`config.mk`:
```
export PLATFORM = sky130hd
export DESIGN_NAME = conv2d_stream_engine
export DESIGN_NICKNAME = d
export VERILOG_FILES = /design/src/rtl/conv2d_stream_engine.sv
export SDC_FILE = /design/constraint.sdc
export NUM_CORES = 2
export LEC_CHECK = 0
export BUFFER_PORTS_ARGS = -buffer_cell sky130_fd_sc_hd__buf_4
export CAP_MARGIN = 20
export CORE_ASPECT_RATIO = 1.25
export CORE_MARGIN = 2
export CORE_UTILIZATION = 55
export DETAILED_ROUTE_END_ITERATION = 8
export PLACE_DENSITY = 0.74
export REMOVE_ABC_BUFFERS = 1
export SYNTH_ARGS = -nofsm -noshare
export SYNTH_HDL_FRONTEND = slang
export SYNTH_SLANG_ARGS = --single-unit
export TNS_END_PERCENT = 100
```
`constraint.sdc`:
```
create_clock -name clk -period 13.04 [get_ports clk]
set_clock_uncertainty 0.2 [all_clocks]
set_input_delay 3.912 -clock clk [delete_from_list [all_inputs] [get_ports clk]]
set_output_delay 3.912 -clock clk [all_outputs]
set_load 0.02 [all_outputs]
```
`src/rtl/conv2d_stream_engine.sv`:
```
// Streaming KxK "valid" convolution engine with bias, selectable stride and optional ReLU.
// A K-row line buffer feeds one sequential MAC, which consumes one kernel tap per cycle.
module conv2d_stream_engine #(
   parameter int IMG_W  = 8,
   parameter int IMG_H  = 8,
   parameter int K      = 3,
   parameter int STRIDE = 1,
   parameter int DATA_W = 16,
   parameter int ACC_W  = 32,
   localparam int KK    = K * K,
   localparam int KA_W  = (KK > 1) ? $clog2(KK) : 1
) (
   input  logic              clk,
   input  logic              rst,
   input  logic              start,
   input  logic              relu_en,
   input  logic [ACC_W-1:0]  bias,
   input  logic              k_wr_en,
   input  logic [KA_W-1:0]   k_wr_addr,
   input  logic [DATA_W-1:0] k_wr_data,
   input  logic              pix_valid,
   output logic              pix_ready,
   input  logic [DATA_W-1:0] pix_data,
   output logic              out_valid,
   input  logic              out_ready,
   output logic [ACC_W-1:0]  out_data,
   output logic              out_last,
   output logic              busy,
   output logic              done
);

   localparam int OUT_W    = (IMG_W - K) / STRIDE + 1;
   localparam int OUT_H    = (IMG_H - K) / STRIDE + 1;
   localparam int LB       = K * IMG_W;
   localparam int LB_AW    = (LB > 1) ? $clog2(LB) : 1;
   localparam int MAX_COL  = IMG_W - K;
   localparam int LAST_COL = (OUT_W - 1) * STRIDE;
   localparam int ROW_STEP = IMG_W - K + 1;
   localparam int REFILL_N = STRIDE * IMG_W;
   localparam int PC_N     = (LB > REFILL_N) ? LB : REFILL_N;
   localparam int PC_W     = $clog2(PC_N + 1);
   localparam int RW       = $clog2(OUT_H + 1);

   typedef enum logic [2:0] {
      S_IDLE, S_FILL, S_COMPUTE, S_EMIT, S_ADVANCE, S_REFILL, S_DONE
   } state_t;

   state_t                    state_r;
   logic signed [DATA_W-1:0]  w_r  [KK];
   logic signed [DATA_W-1:0]  lb_r [LB];
   logic signed [ACC_W-1:0]   bias_r;
   logic signed [ACC_W-1:0]   acc_r;
   logic                      relu_r;
   logic [PC_W-1:0]           pix_cnt_r;
   logic [LB_AW-1:0]          col_r;
   logic [LB_AW-1:0]          tap_off_r;
   logic [LB_AW-1:0]          tc_r;
   logic [KA_W-1:0]           tap_r;
   logic [RW-1:0]             out_row_r;
   logic                      pix_ready_r;
   logic                      out_valid_r;
   logic [ACC_W-1:0]          out_data_r;
   logic                      out_last_r;
   logic                      busy_r;
   logic                      done_r;

   logic                      pix_fire_s;
   logic [LB_AW-1:0]          lb_idx_s;
   logic signed [DATA_W-1:0]  tap_pix_s;
   logic signed [DATA_W-1:0]  tap_w_s;
   logic signed [2*DATA_W-1:0] prod_s;
   logic signed [ACC_W-1:0]   prod_ext_s;
   logic signed [ACC_W-1:0]   acc_next_s;
   logic [ACC_W-1:0]          relu_out_s;
   logic [LB_AW:0]            col_next_s;
   logic                      last_out_s;

   assign pix_ready = pix_ready_r;
   assign out_valid = out_valid_r;
   assign out_data  = out_data_r;
   assign out_last  = out_last_r;
   assign busy      = busy_r;
   assign done      = done_r;

   assign pix_fire_s = pix_valid && pix_ready_r;

   // The buffer holds the K most recent rows oldest-first, so tap (r,c) at column x sits at r*IMG_W + x + c.
   assign lb_idx_s   = tap_off_r + col_r;
   assign tap_pix_s  = lb_r[lb_idx_s];
   assign tap_w_s    = w_r[tap_r];
   assign prod_s     = tap_pix_s * tap_w_s;
   assign prod_ext_s = ACC_W'(prod_s);
   assign acc_next_s = acc_r + prod_ext_s;
   assign relu_out_s = (relu_r && acc_next_s[ACC_W-1]) ? {ACC_W{1'b0}} : acc_next_s;
   assign col_next_s = {1'b0, col_r} + (LB_AW + 1)'(STRIDE);
   assign last_out_s = (out_row_r == RW'(OUT_H - 1)) && (col_r == LB_AW'(LAST_COL));

   // Line buffer: every accepted pixel shifts in at the tail, discarding the oldest.
   always_ff @(posedge clk) begin
      if (pix_fire_s) begin
         for (int i = 0; i < LB - 1; i++) begin
            lb_r[i] <= lb_r[i + 1];
         end
         lb_r[LB-1] <= pix_data;
      end
   end

   // Frame sequencer, MAC datapath and registered stream outputs.
   always_ff @(posedge clk) begin
      if (!rst) begin
         state_r     <= S_IDLE;
         for (int i = 0; i < KK; i++) begin
            w_r[i] <= {DATA_W{1'b0}};
         end
         bias_r      <= {ACC_W{1'b0}};
         acc_r       <= {ACC_W{1'b0}};
         relu_r      <= 1'b0;
         pix_cnt_r   <= {PC_W{1'b0}};
         col_r       <= {LB_AW{1'b0}};
         tap_off_r   <= {LB_AW{1'b0}};
         tc_r        <= {LB_AW{1'b0}};
         tap_r       <= {KA_W{1'b0}};
         out_row_r   <= {RW{1'b0}};
         pix_ready_r <= 1'b0;
         out_valid_r <= 1'b0;
         out_data_r  <= {ACC_W{1'b0}};
         out_last_r  <= 1'b0;
         busy_r      <= 1'b0;
         done_r      <= 1'b0;
      end else begin
         case (state_r)
            S_IDLE: begin
               if (k_wr_en && (k_wr_addr < KA_W'(KK))) begin
                  w_r[k_wr_addr] <= k_wr_data;
               end
               if (start) begin
                  bias_r      <= bias;
                  acc_r       <= bias;
                  relu_r      <= relu_en;
                  pix_cnt_r   <= {PC_W{1'b0}};
                  col_r       <= {LB_AW{1'b0}};
                  tap_off_r   <= {LB_AW{1'b0}};
                  tc_r        <= {LB_AW{1'b0}};
                  tap_r       <= {KA_W{1'b0}};
                  out_row_r   <= {RW{1'b0}};
                  pix_ready_r <= 1'b1;
                  busy_r      <= 1'b1;
                  state_r     <= S_FILL;
               end
            end
            S_FILL: begin
               if (pix_fire_s) begin
                  if (pix_cnt_r == PC_W'(LB - 1)) begin
                     pix_ready_r <= 1'b0;
                     state_r     <= S_COMPUTE;
                  end else begin
                     pix_cnt_r <= pix_cnt_r + PC_W'(1);
                  end
               end
            end
            S_COMPUTE: begin
               if (tap_r == KA_W'(KK - 1)) begin
                  out_data_r  <= relu_out_s;
                  out_last_r  <= last_out_s;
                  out_valid_r <= 1'b1;
                  acc_r       <= bias_r;
                  tap_r       <= {KA_W{1'b0}};
                  tc_r        <= {LB_AW{1'b0}};
                  tap_off_r   <= {LB_AW{1'b0}};
                  state_r     <= S_EMIT;
               end else begin
                  acc_r <= acc_next_s;
                  tap_r <= tap_r + KA_W'(1);
                  if (tc_r == LB_AW'(K - 1)) begin
                     tc_r      <= {LB_AW{1'b0}};
                     tap_off_r <= tap_off_r + LB_AW'(ROW_STEP);
                  end else begin
                     tc_r      <= tc_r + LB_AW'(1);
                     tap_off_r <= tap_off_r + LB_AW'(1);
                  end
               end
            end
            S_EMIT: begin
               if (out_ready) begin
                  out_valid_r <= 1'b0;
                  out_last_r  <= 1'b0;
                  state_r     <= S_ADVANCE;
               end
            end
            S_ADVANCE: begin
               if (col_next_s <= (LB_AW + 1)'(MAX_COL)) begin
                  col_r   <= col_next_s[LB_AW-1:0];
                  state_r <= S_COMPUTE;
               end else if (out_row_r == RW'(OUT_H - 1)) begin
                  done_r  <= 1'b1;
                  state_r <= S_DONE;
               end else begin
                  col_r       <= {LB_AW{1'b0}};
                  out_row_r   <= out_row_r + RW'(1);
                  pix_cnt_r   <= {PC_W{1'b0}};
                  pix_ready_r <= 1'b1;
                  state_r     <= S_REFILL;
               end
            end
            S_REFILL: begin
               if (pix_fire_s) begin
                  if (pix_cnt_r == PC_W'(REFILL_N - 1)) begin
                     pix_ready_r <= 1'b0;
                     state_r     <= S_COMPUTE;
                  end else begin
                     pix_cnt_r <= pix_cnt_r + PC_W'(1);
                  end
               end
            end
            S_DONE: begin
               done_r  <= 1'b0;
               busy_r  <= 1'b0;
               state_r <= S_IDLE;
            end
            default: begin
               pix_ready_r <= 1'b0;
               out_valid_r <= 1'b0;
               out_last_r  <= 1'b0;
               busy_r      <= 1'b0;
               done_r      <= 1'b0;
               state_r     <= S_IDLE;
            end
         endcase
      end
   end

endmodule

```
== Word level (Yosys, flattened, before mapping) ==
Memory sizes are Yosys's and may differ from the RTL's. A register that Yosys moved wholly into a read port is not among the register bits.
Cells that the tools add are included.

* Memories kept: 2
* Register bits: 132
* RAM bits: 528
* Logic and storage cells: 149

{| class="wikitable"
|+ Memory list
! name !! depth !! width !! read ports !! clocked after memory_dff !! wr ports !! line !! text
|-
| lb_r || 24 || 16 || 24 || 0 || 24 || 50 || <nowiki>logic signed [DATA_W-1:0] lb_r [LB];</nowiki>
|-
| w_r || 9 || 16 || 1 || 1 || 9 || 49 || <nowiki>logic signed [DATA_W-1:0] w_r [KK];</nowiki>
|}

* Bitwise logic cells: 4
* Multiply operators: 1
* Add/subtract/negate cells: 9
* Equal/unequal tests: 25
* Mux-type cells: 66
* Reduce and logical (&&, ||, !) cells: 24
* Magnitude comparators: 2

{| class="wikitable"
|+ Operators with widths
! cell !! count
|-
| two-way mux 32 bit || 3
|-
| case mux 32 bit (2 select lines) || 1
|-
| two-way mux 5 bit || 12
|-
| two-way mux 3 bit || 11
|-
| adder 32 bit || 1
|-
| multiplier 16 x 16 -> 32 bit || 1
|-
| case mux 5 bit (2 select lines) || 3
|-
| != test 2 bit, second input constant || 12
|-
| two-way mux 1 bit || 20
|-
| two-way mux 4 bit || 5
|-
| case mux 5 bit (4 select lines) || 1
|-
| case mux 3 bit (6 select lines) || 1
|-
| two-way mux 16 bit || 1
|-
| AND reduction 8 bit || 2
|-
| OR reduction 16 bit || 1
|-
| adder 5 x 1 -> 5 bit, second input constant || 3
|-
| OR reduction 5 bit || 3
|-
| equality test 3 bit, second input constant || 4
|-
| equality test 5 x 3 -> 1 bit, second input constant || 2
|-
| AND reduction 3 bit || 3
|-
| case mux 4 bit (2 select lines) || 1
|-
| AND reduction 2 bit || 4
|-
| AND reduction 7 bit || 1
|-
| adder 5 x 1 -> 6 bit, second input constant || 1
|-
| other kinds (24) || 34
|}

== Logic depth before layout (Yosys ltp) ==
* Depth after elaboration: 8
* Mapped depth: 37
* Mapped depth without buffers: 31

== Worst setup path before layout ==
OpenSTA, ideal clock, no wires.

* Kind: input-to-reg
* From: input port pix_valid
* To: memory lb_r[0][0], enable pin
* Path buffers: 0
* Data arrival time: 11.389 ns
* Required time: 12.107 ns
* Cell stages on the path: 2
* Library setup time: 0.733 ns
* Setup slack: 0.718 ns
* Cells stage by stage: nand2_1 -> inv_1

{| class="wikitable"
|+ RTL lines
! item !! line !! text
|-
| start, declared || 21 || <nowiki>input logic pix_valid,</nowiki>
|-
| end, declared || 50 ||
|}

== Worst setup path after layout ==
* From: register col_r[0]
* To: register out_data_r[2] (netlist: out_data[2])

* Word-level cells in the longest chain between the ends: 6

{| class="wikitable"
|+ RTL lines
! item !! line !! text
|-
| start, declared || 55 || <nowiki>logic [LB_AW-1:0] col_r;</nowiki>
|-
| start signal, assigned || 119 || <nowiki>col_r <= {LB_AW{1'b0}};</nowiki>
|-
| start signal, assigned || 141 || <nowiki>col_r <= {LB_AW{1'b0}};</nowiki>
|-
| start signal, assigned || 192 || <nowiki>col_r <= col_next_s[LB_AW-1:0];</nowiki>
|-
| adder 5 bit * || 88 || <nowiki>assign lb_idx_s = tap_off_r + col_r;</nowiki>
|-
| memory (24 x 16 bit) * || -- ||
|-
| multiplier 16 x 16 -> 32 bit * || 91 || <nowiki>assign prod_s = tap_pix_s * tap_w_s;</nowiki>
|-
| adder 32 bit * || 93 || <nowiki>assign acc_next_s = acc_r + prod_ext_s;</nowiki>
|-
| logical AND 1 bit || 94 || <nowiki>assign relu_out_s = (relu_r && acc_next_s[ACC_W-1]) ? {ACC_W{1'b0}} : acc_next_s;</nowiki>
|-
| two-way mux 32 bit * || 94 ||
|-
| end signal, assigned || 126 || <nowiki>out_data_r <= {ACC_W{1'b0}};</nowiki>
|-
| end signal, assigned || 163 || <nowiki>out_data_r <= relu_out_s;</nowiki>
|-
| end, declared || 62 || <nowiki>logic [ACC_W-1:0] out_data_r;</nowiki>
|}

Mark *: on every way between the ends. The rest lies on a longest branch, timed or not.
A chain may end at the register's enable or synchronous reset.

==> results_dict.tcl <==
set metrics [dict create \
    run_status "complete, no violations" \
    cp.arrival_ns 10.99 \
    drv_slew 0 \
    cts_tree "done" \
    grt_pass1_vias 26635 \
    worstSetupEndpointType "flop" \
    gr-total-overflow 0 \
    timing.final.crit_share_pct 81.4 \
    synthMuxAreaShare_pct 10.9 \
    drive_gt1_share_pct 15.0 \
    fmax_mhz 94.2 \
    cts-buffers-inserted 75 \
    pin_count 112 \
    wl_met1_um 34300 \
    seq_area_frac_synth_pct 52.4 \
    worstSetupStartpointType "flop" \
    timing.setup.tns_ns 0 \
    path_max_fanout 57 \
    synth_top_area_cell "edfxtp_1" \
    hold_class "flop to flop" \
    hold_ws_ns 0.237 \
    clock_sinks 776 \
    synth_xor_area_share_pct 1.17 \
    insertion_delay_ns 0.63 \
    setup_viol 0 \
    clk_pin_slew_ns 0.06 \
    die-area_mm2 0.0784 \
    dr_wl_met3_um 3890 \
    synth_top_flop_cell "edfxtp_1" \
    postRouteAntennaNets 0 \
    routedWlPerCell_um 21.4 \
    synth_compound_area_share_pct 4.48 \
    min_from "lb_r[3][6]" \
    routabilityCongestion 0.883 \
    antenna_found_initial 0 \
    dp_hpwl_um 61800 \
    synth_cell_types 70 \
    relSlewSlack_pct 24.1 \
    whs_path_depth 0 \
    synth_edf_count 640 \
    fillerInstances 5590 \
    maxCapViolCount 0 \
    wl_um 90700 \
    tightest_slew_ns 1.14 \
    synth_top_area_share_pct 45.9 \
    setup_ws_ns 2.42 \
    cts_buffer_depth 3 \
    root_buffer "clkbuf_16" \
    place_ws_ns 2.44 \
    critPathKind "flop to flop" \
    grt_max_degree 148 \
    nNetsFinal 3684 \
    synth_top_family_by_area "adder cells" \
    startpoint "col_r[0]" \
    fp.dieH_um 312 \
    route.vias.total 24362 \
    syn-cell-area_mm2 0.0419 \
    post_cts_resized 0 \
    drt_iter0_drc 1874 \
    avgViaCountPerCell 5.75 \
    rows 113 \
    dr.max_layer_used "met4" \
    hold_violations 0 \
    max_stage_delay_ns 1.38 \
    drcViolationCount 0 \
    fin_crit_ns 10.62 \
    critPathRequiredTime_ns 13.41 \
    cp_slowest_cell "fa_4" \
    r2r-start "col_r[0]" \
    portBuffers 111 \
    route.met2.wl_um 49000 \
    initial_core_util_pct 55.4 \
    r2r_slack_ns 2.42 \
    yosys-top-cells-count "edfxtp_1 (640), inv_1 (350), fa_1 (294)" \
    die_w_um 251 \
    synthAdderAreaFrac_pct 17.5 \
    antennaDiodeCount 0 \
    grt_setup_unrepaired "no" \
    synth-warning-count 0 \
    yosysMostFrequentCell "edfxtp_1" \
    area_growth_pct 11.3 \
    ys_ff_latch 776 \
    async_reset_ff_share_pct 0 \
    syn_avg_cell_area_um2 14.0 \
    grt_pass1_wl_um 145000 \
    core-area_mm2 0.0756 \
    yosys-top-cells-area "edfxtp_1 (46%), fa_1 (14%), mux4_2 (9.7%)" \
    min_to "lb_r[2][6]" \
    htreeDepth 3 \
    track_usage_pct 23.9 \
    r2r-end "out_data[2]" \
    post-cts-setup-buffers 0 \
    rr_worst_depth 31 \
    synth-simple-area-share_pct 8.87 \
    synth_cells 3001 \
    first_pass_iters 7 \
    hold_buffers 0 \
]
[critical path, delay by kind of cell (launching register included)]
kind | cells | cell delay [ns]
adders and majority gates | 9 | 5.13
and+or+nand+nor | 8 | 1.44
buffers and inverters | 7 | 1.07
AOI/OAI and AO/OA | 3 | 1.06
muxes | 3 | 0.81
DFF | 1 | 0.49
xor gates and xnor gates | 1 | 0.30
[layout by cell type (no fill, tap or decap), drive strengths merged, types with 59 or more instances in the layout]
master and n:
a21oi 94, and2 134, buf 156, clkbuf 93, conb 112, dfxtp 136
edfxtp 640, fa 294, ha 114, inv 356, mux4 183, nand2 284
nor2 106, nor2b 77, o21ai 59
[logic make-up after synthesis]
family	count (synthesis)
xor gates and xnor gates	55
DFF	776
adders and majority gates	408
other	1
buffers and inverters	496
and+or+nand+nor	752
AOI/OAI and AO/OA	289
muxes	224
[flip-flops by register name, indices dropped and copies added (netlist names), named ones only]
signal	cells
bias_r	32
busy	1
out_data	32
lb_r	384
out_last	1
state_r	3
pix_cnt_r	5
pix_ready	1
tap_r	4
done	1
out_valid	1
relu_r	1
col_r	5
out_row_r	3
w_r	256
tc_r	5
tap_off_r	5
acc_r	32
[worst max path at each step]
stage               slack (ns)          end  cells after the start
floorplan                 0.72   lb_r[0][0]                      2
global placement          2.66  out_data[1]                     28
detailed placement        2.44  out_data[3]                     31
CTS                       2.40  out_data[2]                     31
global route              1.77  out_data[2]                     31
finish                    2.42  out_data[2]                     31
[layout make-up]
type	count	area (um2)	share of cell area, %
Clock buffer	93	1990	4.26
Clock inverter	42	420	0.902
Inverter	352	1330	2.85
Multi-Input combinational cell	1840	18500	39.6
Sequential cell	776	21900	47.1
Tap cell	977	1220	2.62
Timing Repair Buffer	156	1220	2.62
[per-stage QoR]
| step | cells | util (%) | cell area (um2) |
|---|---|---|---|
| 6_report | 4236 | 61.6 | 46600 |
| 2_1_floorplan | 2968 | - | 41600 |
| 4_1_cts | 4233 | 61.5 | 46500 |
| 3_5_place_dp | 4098 | 58.3 | 44100 |
| 5_1_grt | 4236 | 61.6 | 46600 |
| 3_3_place_gp | 4098 | 58.3 | 44100 |
[per-layer routing]
layer	vias to the layer above	GRT usage, %
met5	-	0
met2	701	43.2
met4	0	10.6
li1	10784	-
met3	201	2.96
met1	12676	28.8
Power is not shown: default switching activity piles up to over one toggle a cycle in this logic, so the estimate is an artifact.
